==> src/rtl/medfilt.sv <==
// medfilt: sliding-window median of the last WINDOW measurements, found by a
// sequential rank scan that tests one candidate slot per cycle.
module medfilt #(
  parameter int MSB     = 15,
  parameter int WINDOW  = 5,
  parameter int MSB_IDX = 2
) (
  input  logic           clk,
  input  logic           rst_n,
  input  logic           samplertop_medtop_start,
  input  logic [MSB:0]   samplertop_medtop_data,
  input  logic           ctrltop_medtop_clear,
  output logic           medtop_ctrltop_done,
  output logic [MSB:0]   medtop_ctrltop_data,
  output logic           medtop_ctrltop_busy,
  output logic           medtop_ctrltop_overrun
);
  typedef enum logic {IDLE, SCAN} state_t;
  localparam logic [MSB_IDX:0] one  = 1;
  localparam logic [MSB_IDX:0] last = (MSB_IDX+1)'(WINDOW-1);
  localparam logic [MSB_IDX:0] full = (MSB_IDX+1)'(WINDOW);
  state_t state_q, state_d;
  logic [MSB:0] win_q [WINDOW];
  logic [MSB:0] win_d [WINDOW];
  logic [MSB_IDX:0] wptr_q, wptr_d, cnt_q, cnt_d, idx_q, idx_d, less, leq, rank;
  logic [MSB:0] cand, data_q, data_d;
  logic done_q, done_d, ovr_q, ovr_d, hit, accept;
  // rank of the current candidate among the valid slots
  always_comb begin
    cand = '0;
    less = '0;
    leq  = '0;
    for (int i = 0; i < WINDOW; i++)
      if (idx_q == (MSB_IDX+1)'(i)) cand = win_q[i];
    for (int i = 0; i < WINDOW; i++) begin
      if (i < int'(cnt_q)) begin
        less = less + {{MSB_IDX{1'b0}}, win_q[i] < cand};
        leq  = leq + {{MSB_IDX{1'b0}}, win_q[i] <= cand};
      end
    end
    rank = (cnt_q - one) >> 1;
    hit  = less <= rank && rank < leq;
  end
  always_comb begin
    accept  = state_q == IDLE && samplertop_medtop_start;
    state_d = state_q;
    wptr_d  = wptr_q;
    cnt_d   = cnt_q;
    idx_d   = idx_q;
    data_d  = data_q;
    done_d  = 1'b0;
    ovr_d   = ovr_q;
    for (int i = 0; i < WINDOW; i++)
      win_d[i] = accept && wptr_q == (MSB_IDX+1)'(i) ? samplertop_medtop_data : win_q[i];
    if (state_q == IDLE) begin
      if (samplertop_medtop_start) begin
        wptr_d  = wptr_q == last ? '0 : wptr_q + one;
        cnt_d   = cnt_q == full ? cnt_q : cnt_q + one;
        idx_d   = '0;
        state_d = SCAN;
      end
    end else begin
      ovr_d = ovr_q | samplertop_medtop_start;
      if (hit) begin
        data_d  = cand;
        done_d  = 1'b1;
        state_d = IDLE;
      end else begin
        idx_d = idx_q + one;
      end
    end
    // clear overrides everything, including a same-cycle start
    if (ctrltop_medtop_clear) begin
      for (int i = 0; i < WINDOW; i++) win_d[i] = win_q[i];
      state_d = IDLE;
      wptr_d  = '0;
      cnt_d   = '0;
      idx_d   = '0;
      data_d  = data_q;
      done_d  = 1'b0;
      ovr_d   = 1'b0;
    end
  end
  always_ff @(posedge clk or negedge rst_n) begin
    if (!rst_n) begin
      state_q <= IDLE;
      wptr_q  <= '0;
      cnt_q   <= '0;
      idx_q   <= '0;
      data_q  <= '0;
      done_q  <= 1'b0;
      ovr_q   <= 1'b0;
      for (int i = 0; i < WINDOW; i++) win_q[i] <= '0;
    end else begin
      state_q <= state_d;
      wptr_q  <= wptr_d;
      cnt_q   <= cnt_d;
      idx_q   <= idx_d;
      data_q  <= data_d;
      done_q  <= done_d;
      ovr_q   <= ovr_d;
      for (int i = 0; i < WINDOW; i++) win_q[i] <= win_d[i];
    end
  end
  assign medtop_ctrltop_done    = done_q;
  assign medtop_ctrltop_data    = data_q;
  assign medtop_ctrltop_busy    = state_q == SCAN;
  assign medtop_ctrltop_overrun = ovr_q;
endmodule

==> config.mk <==
export PLATFORM = sky130hd
export DESIGN_NAME = medfilt
export DESIGN_NICKNAME = d
export VERILOG_FILES = /design/src/rtl/medfilt.sv
export SDC_FILE = /design/constraint.sdc
export NUM_CORES = 1
export LEC_CHECK = 0
export ABC_AREA = 1
export CAP_MARGIN = 20
export CORE_MARGIN = 2
export CORE_UTILIZATION = 25
export DETAILED_ROUTE_END_ITERATION = 6
export PLACE_DENSITY = 0.44
export SLEW_MARGIN = 20
export SYNTH_ARGS = -nofsm -noshare
export SYNTH_HDL_FRONTEND = slang
export SYNTH_SLANG_ARGS = --single-unit
==> constraint.sdc <==
create_clock -name clk -period 6.1 [get_ports clk]
set_clock_uncertainty 0.1 [all_clocks]
set_input_delay 0.915 -clock clk [delete_from_list [all_inputs] [get_ports clk]]
set_output_delay 0.915 -clock clk [all_outputs]
set_load 0.005 [all_outputs]
=== Word-level counts from Yosys, hierarchy flattened ===
Index checks and enable logic that the tools add are counted.

* Logic and storage cells: 113
* Output and inout bits: 19
* Flip-flop bits (word level): 108
* Input bits: 20

* Bitwise operators: 3
* Add/sub/neg operators: 12
* Order comparisons: 17
* Eq/ne operators: 12
* Reduce and logical (&&, ||, !) cells: 21
* Muxes and demuxes: 36

{| class="wikitable"
|+ Operator list
! kind !! count
|-
| <= comparator 16 bit || 5
|-
| < comparator 16 bit || 5
|-
| 2-to-1 mux 16 bit || 5
|-
| 2-to-1 mux 3 bit || 20
|-
| adder 3 x 1 -> 3 bit || 8
|-
| AND reduction 2 bit || 7
|-
| == test 3 x 2 -> 1 bit, second input constant || 4
|-
| 2-to-1 mux 1 bit || 11
|-
| adder 3 x 1 -> 3 bit, second input constant || 3
|-
| == test 3 bit, second input constant || 3
|-
| logical AND 1 bit || 7
|-
| == test 3 x 1 -> 1 bit, second input constant || 2
|-
| logical NOT 3 bit || 2
|-
| < comparator 1 x 3 -> 1 bit, first input constant || 2
|-
| < comparator 2 x 3 -> 1 bit, first input constant || 2
|-
| AND reduction 3 bit || 2
|-
| != test 2 bit, second input constant || 2
|-
| nonzero test 2 bit || 2
|-
| <= comparator 3 x 2 -> 1 bit || 1
|-
| < comparator 2 x 3 -> 1 bit || 1
|-
| < comparator 3 bit, first input constant || 1
|-
| != test 3 bit, second input constant || 1
|-
| nonzero test 3 bit || 1
|-
| subtractor 3 x 1 -> 3 bit, second input constant || 1
|-
| other kinds (2) || 3
|}

=== Depth between registers and ports, before layout ===
* Depth after elaboration: 21
* Mapped depth: 44
* Gate-level depth less buffers: 43

=== Worst setup path after synthesis ===
Ideal clock, no wire load.

* Path kind: register to register
* From: register idx_q[1]
* To: register data_q[15], in the netlist medtop_ctrltop_data[15]
* Buffers on the path: 2
* Arrival: 5823 ps
* Data required time: 5859 ps
* Cell stages (with the launch flop): 43
* Setup slack: 36 ps
* Clock period less this slack: 6064 ps
* Library setup time: 141 ps
* Path through: dfrtp_1 > inv_1 > ha_1 > inv_1 > nor2_1 > clkbuf_1 > nand2_1 > nand2_1 > o221ai_1 > a31oi_1 > ha_1 > inv_1 > a21oi_1 > nor2_1 > a211oi_1 > o221ai_1 > nand2_1 > o2111ai_1 > [7 not listed] > ha_1 > ha_1 > nor2_1 > a31oi_1 > ha_1 > nand2_1 > nand2_1 > ha_1 > inv_1 > nor2_1 > o21ai_0 > a21boi_1 > o21ai_1 > a21oi_1 > nand3_4 > buf_6 > nand2_2 > o21ai_2

* Longest elaborated chain between the ends: 19
* Elaborated cells between the ends (all ways): 42
* Classes of those cells: 8 x add/sub; 12 x order compare; 4 x eq/ne; 15 x mux; 3 x reduce/logical

{| class="wikitable"
|+ RTL lines
! what !! RTL line !! RTL
|-
| start, declared || 25 || <nowiki>logic [MSB_IDX:0] wptr_q, wptr_d, cnt_q, cnt_d, idx_q, idx_d, less, leq, rank;</nowiki>
|-
| start signal, assigned || 98 || <nowiki>idx_q <= idx_d;</nowiki>
|-
| logical NOT 3 bit || 34 || <nowiki>if (idx_q == (MSB_IDX+1)'(i)) cand = win_q[i];</nowiki>
|-
| 2-to-1 mux 16 bit (4 in a row) || 34 ||
|-
| 2-to-1 mux 16 bit * || 34 ||
|-
| named net cand[0] || 26 || <nowiki>logic [MSB:0] cand, data_q, data_d;</nowiki>
|-
| < comparator 16 bit or <= comparator 16 bit (tied branches) || 37, 38 ||
|-
| 2-to-1 mux 1 bit || 36 || <nowiki>if (i < int'(cnt_q)) begin</nowiki>
|-
| adder 3 x 1 -> 3 bit (on tied branches) || 37, 38 ||
|-
| 2-to-1 mux 3 bit || 36 ||
|-
| adder 3 x 1 -> 3 bit (on tied branches) || 37, 38 ||
|-
| 2-to-1 mux 3 bit || 36 ||
|-
| adder 3 x 1 -> 3 bit (on tied branches) || 37, 38 ||
|-
| 2-to-1 mux 3 bit || 36 ||
|-
| adder 3 x 1 -> 3 bit (on tied branches) || 37, 38 ||
|-
| 2-to-1 mux 3 bit || 36 ||
|-
| <= comparator 3 x 2 -> 1 bit or < comparator 2 x 3 -> 1 bit (tied branches) || 42 || <nowiki>hit = less <= rank && rank < leq;</nowiki>
|-
| logical AND 1 bit * || 42 ||
|-
| AND reduction 3 bit (no source line) * || - ||
|-
| end signal, assigned || 99 || <nowiki>data_q <= data_d;</nowiki>
|-
| end, declared || 26 ||
|}

The timed path passes the listed nets; every way through them passes the cells marked *.
A chain may end at the register's enable or synchronous reset.

=== Worst setup path in the final report ===
* From: register idx_q[1]
* To: register data_q[10], in the netlist medtop_ctrltop_data[10]

Same word-level chain as after synthesis.

==> metrics.md <==
| Metric | Value |
|---|---|
| Routed Antenna Nets | `0` |
| Crit Path Max Fanout | `8` |
| Inserted Clock Buffers | `9` |
| Synthesized area | `0.00718 sq mm` |
| Synth area leaders | `dfrtp_1, ha_1, nand2_1` |
| CTS tree | `built` |
| Post-synth EDFFs | `0` |
| Synth area leader | `dfrtp_1` |
| Main combinational cell family by area after synthesis | `adder cells` |
| Tcrit/Tclk final | `0.977` |
| RSZ-0062 raised after global routing | `true` |
| Leak Pwr | `between 4 and 5 nW` |
| CP peak stage delay | `between 0.4 and 0.5 ns` |
| Critical path arrival | `around 6.1 ns` |
| Area grow syn2layout | `34.1%` |
| Vias/cell | `4.62` |
| Post-DP HPWL | `around 16000 um` |
| DP Cell Count | `between 1000 and 1500` |
| Drt initial violations | `roughly 430` |
| Die area | `approximately 0.030 sq mm` |
| Max Fclk | `~170 MHz` |
| Design area | `about 0.0096 sq mm` |
| Core Region | `between 0.02 and 0.03 sq mm` |
| FF/Latch Area | `around 0.0027 sq mm` |
| Setup-failing EPs final | `0` |
| Max_cap viols | `0` |
| Setup TNS | `0 ns` |
| Residual DRC | `0` |
| Synth Area in XOR/XNOR | `0.00244` |
| Initial core utilization | `0.252` |
| Largest net degree at the start of global routing | `65` |
| Share of the synthesized area in the top cell type | `0.377` |
| Worst hold margin | `approximately 0.39 ns` |
| Synth Area per Inst | `8.35 sq um` |
| Clk buf depth | `2` |
| Layout Cells excl Fill | `1361` |
| Synth cell count leaders | `nand2_1, ha_1, dfrtp_1` |
| Layout Nets | `around 1100` |
| Fillers | `about 3000` |
| Cell with the most instances after synthesis | `nand2_1` |
| Total gr overflow | `0` |
| Clk sinks | `108` |
| DR pass1 iterations | `5` |
| Synth Area in Simple Gates | `0.185` |
| Minimum clock period | `roughly 6 ns` |
| Clock root cell | `clkbuf_16` |
| Flops & latches, synth | `~110` |
| Synth Flop Type | `dfrtp_1` |
| Most common cell on crit path | `nand2_2` |
| CP max-delay cell | `dfrtp_1` |
| I/O pins | `39` |
| Die width | `173 um` |
| First-pass GRT wire length | `~34000 um` |
| VDD IR-drop max | `approximately 0.19 mV` |
| Final hold violation count | `0` |
| Clk slew on worst S/H paths | `0.09 ns` |
| Number of distinct library cells after synthesis | `38` |
| Placer Congestion | `approximately 0.8` |
| Area used by multi-input combinational logic | `about 0.0046 sq mm` |
| Worst Path Required | `6.27 ns` |
| Ratio of cells with drive above 1 in the final layout | `0.236` |
| Cells after synthesis | `~860` |
| PortBufs | `38` |
| Final Max Tran Viols | `0` |
| Post-Synth Adder-Cell Area | `0.192` |
| CP Launch Type | `register` |
| Outcome | `complete, no violations` |
| Area post-placement | `0.00847 sq mm` |
| Sequential area share after synthesis | `0.377` |
| Worst Tran Pin Value | `0.862 ns` |
| Wire per inst | `between 15 and 20 um` |
| Die Y | `173 um` |
| Vias in the first global route | `6051` |
| Yosys warning total | `0` |
| Net count after synthesis | `about 990` |
| Power density over the cells | `around 470 mW/mm^2` |
| Antenna cells | `0` |
| WS Path Type | `register to register` |
| DRT Wirelength | `about 22000 um` |
| Std-Cell Rows | `between 60 and 70` |
| Slew headroom | `0.426` |
| Synth Area in Compound Gates | `0.184` |
| Global Route Usage Sum | `0.145` |
| Initial antenna violation count | `0` |
| Async set or reset register ratio after synthesis | `1.00` |
| CTS H-tree depth | `3` |
| Worst-Skew Late Latency | `0.38 ns` |
| CP Capture Type | `register` |
| DR vias | `approximately 6300` |
| HP Class | `register to register` |
| Mux contribution to synthesized area | `0.00279` |
## per-layer routing
layer  up-vias  share of wire  GRT usage
met3        19          0.024     0.0162
li1       3175              -          -
met1      2999           0.49      0.201
met2        95           0.48      0.242
met5         -              0          0
met4         0          0.013     0.0392
## repair_timing
item / CTS / global route
gates resized for setup: 30 / 92
gates cloned: 2 / 3
buffers inserted: 9 / 11
hold buffers: 0 / 0
pin swaps: 4 / 47
endpoints found under the setup margin: 21 / 21
## power breakdown
part | total, mW | switching (mW) | internal (mW)
Clock | 0.638 | 0.337 | 0.301
Combinational | 2.72 | 1.42 | 1.30
Sequential | 1.16 | 0.232 | 0.925
Total | 4.51 | 1.99 | 2.52
## critical path, delay by kind of cell, from the launching register on
family	cells	cell delay [ns]
DFF	1	0.41
buffers and inverters	7	0.80
muxes	1	0.15
adders and majority gates	8	1.78
and+or+nand+nor	15	1.40
AOI/OAI and AO/OA	8	1.19
## layout make-up
class,instances,share of cell area
multi-input cells,651,0.474
flip-flops and latches,108,0.281
repair buffers,133,0.135
well taps,384,0.0499
inverters,69,0.0277
clock buffers,9,0.0234
clock inverters,7,0.00949
## layout by cell type, fill, tap and decap left out, types with 3 or more instances in the layout
cell type / instances
clkdlybuf4s50_1: 37
nor2_1: 28
buf_12: 8
o21ai_1: 9
dfrtp_1: 107
ha_2: 4
buf_4: 77
o21ai_0: 98
a21oi_1: 43
inv_8: 3
clkbuf_16: 11
nand3_2: 5
nand2_2: 14
ha_4: 12
o2111ai_1: 3
o21ai_2: 16
o221ai_1: 3
inv_2: 7
nand3_1: 14
nor3_1: 8
nand4_1: 12
nor2_4: 4
inv_4: 3
nand2_1: 203
o22ai_2: 10
buf_6: 6
a22oi_1: 12
nand2_4: 16
o22ai_1: 6
inv_1: 59
a21oi_2: 6
ha_1: 94
## logic make-up (layout without fill, tap and decap cells)
logic type | count (synthesis) | in the layout
adder cells (fa/ha/maj) | 110 | 110
buffers and inverters | 100 | 218
multiplexers | 2 | 2
AO/OA/AOI/OAI | 226 | 226
AND/OR/NAND/NOR | 311 | 311
flip-flops | 108 | 108
XOR/XNOR | 2 | 2
## flip-flops by register name (all words and copies together), names as in the netlist
name / cells
medtop_ctrltop_done: 1
win_q: 80
medtop_ctrltop_busy: 1
wptr_q: 3
medtop_ctrltop_data: 16
cnt_q: 3
idx_q: 3
medtop_ctrltop_overrun: 1
## worst paths after layout
kind | from | end | slack, ns | cells past startpoint
min in group asynchronous | rst_n | win_q[74] | 0.45 | 1
setup reg to reg | idx_q[1] | medtop_ctrltop_data[10] | 0.14 | 39
setup / recovery | idx_q[1] | medtop_ctrltop_data[10] | 0.14 | 39
hold reg to reg | medtop_ctrltop_data[0] | medtop_ctrltop_data[0] | 0.39 | 2
max in group asynchronous | rst_n | idx_q[0] | 4.09 | 2
hold / removal | medtop_ctrltop_data[0] | medtop_ctrltop_data[0] | 0.39 | 2
## metrics by stage
stage | utilization | power, mW | setup slack, ns
after CTS | 0.318 | 4.23 | -0.0100
after global routing | 0.338 | 4.95 | -0.163
after detailed placement | 0.298 | 3.46 | -0.257
after floorplan | - | 2.50 | 0.0360
final | 0.338 | 4.51 | 0.142
after global placement | 0.298 | 3.44 | -0.178
Note: power is estimated with default switching activity, not from simulation.
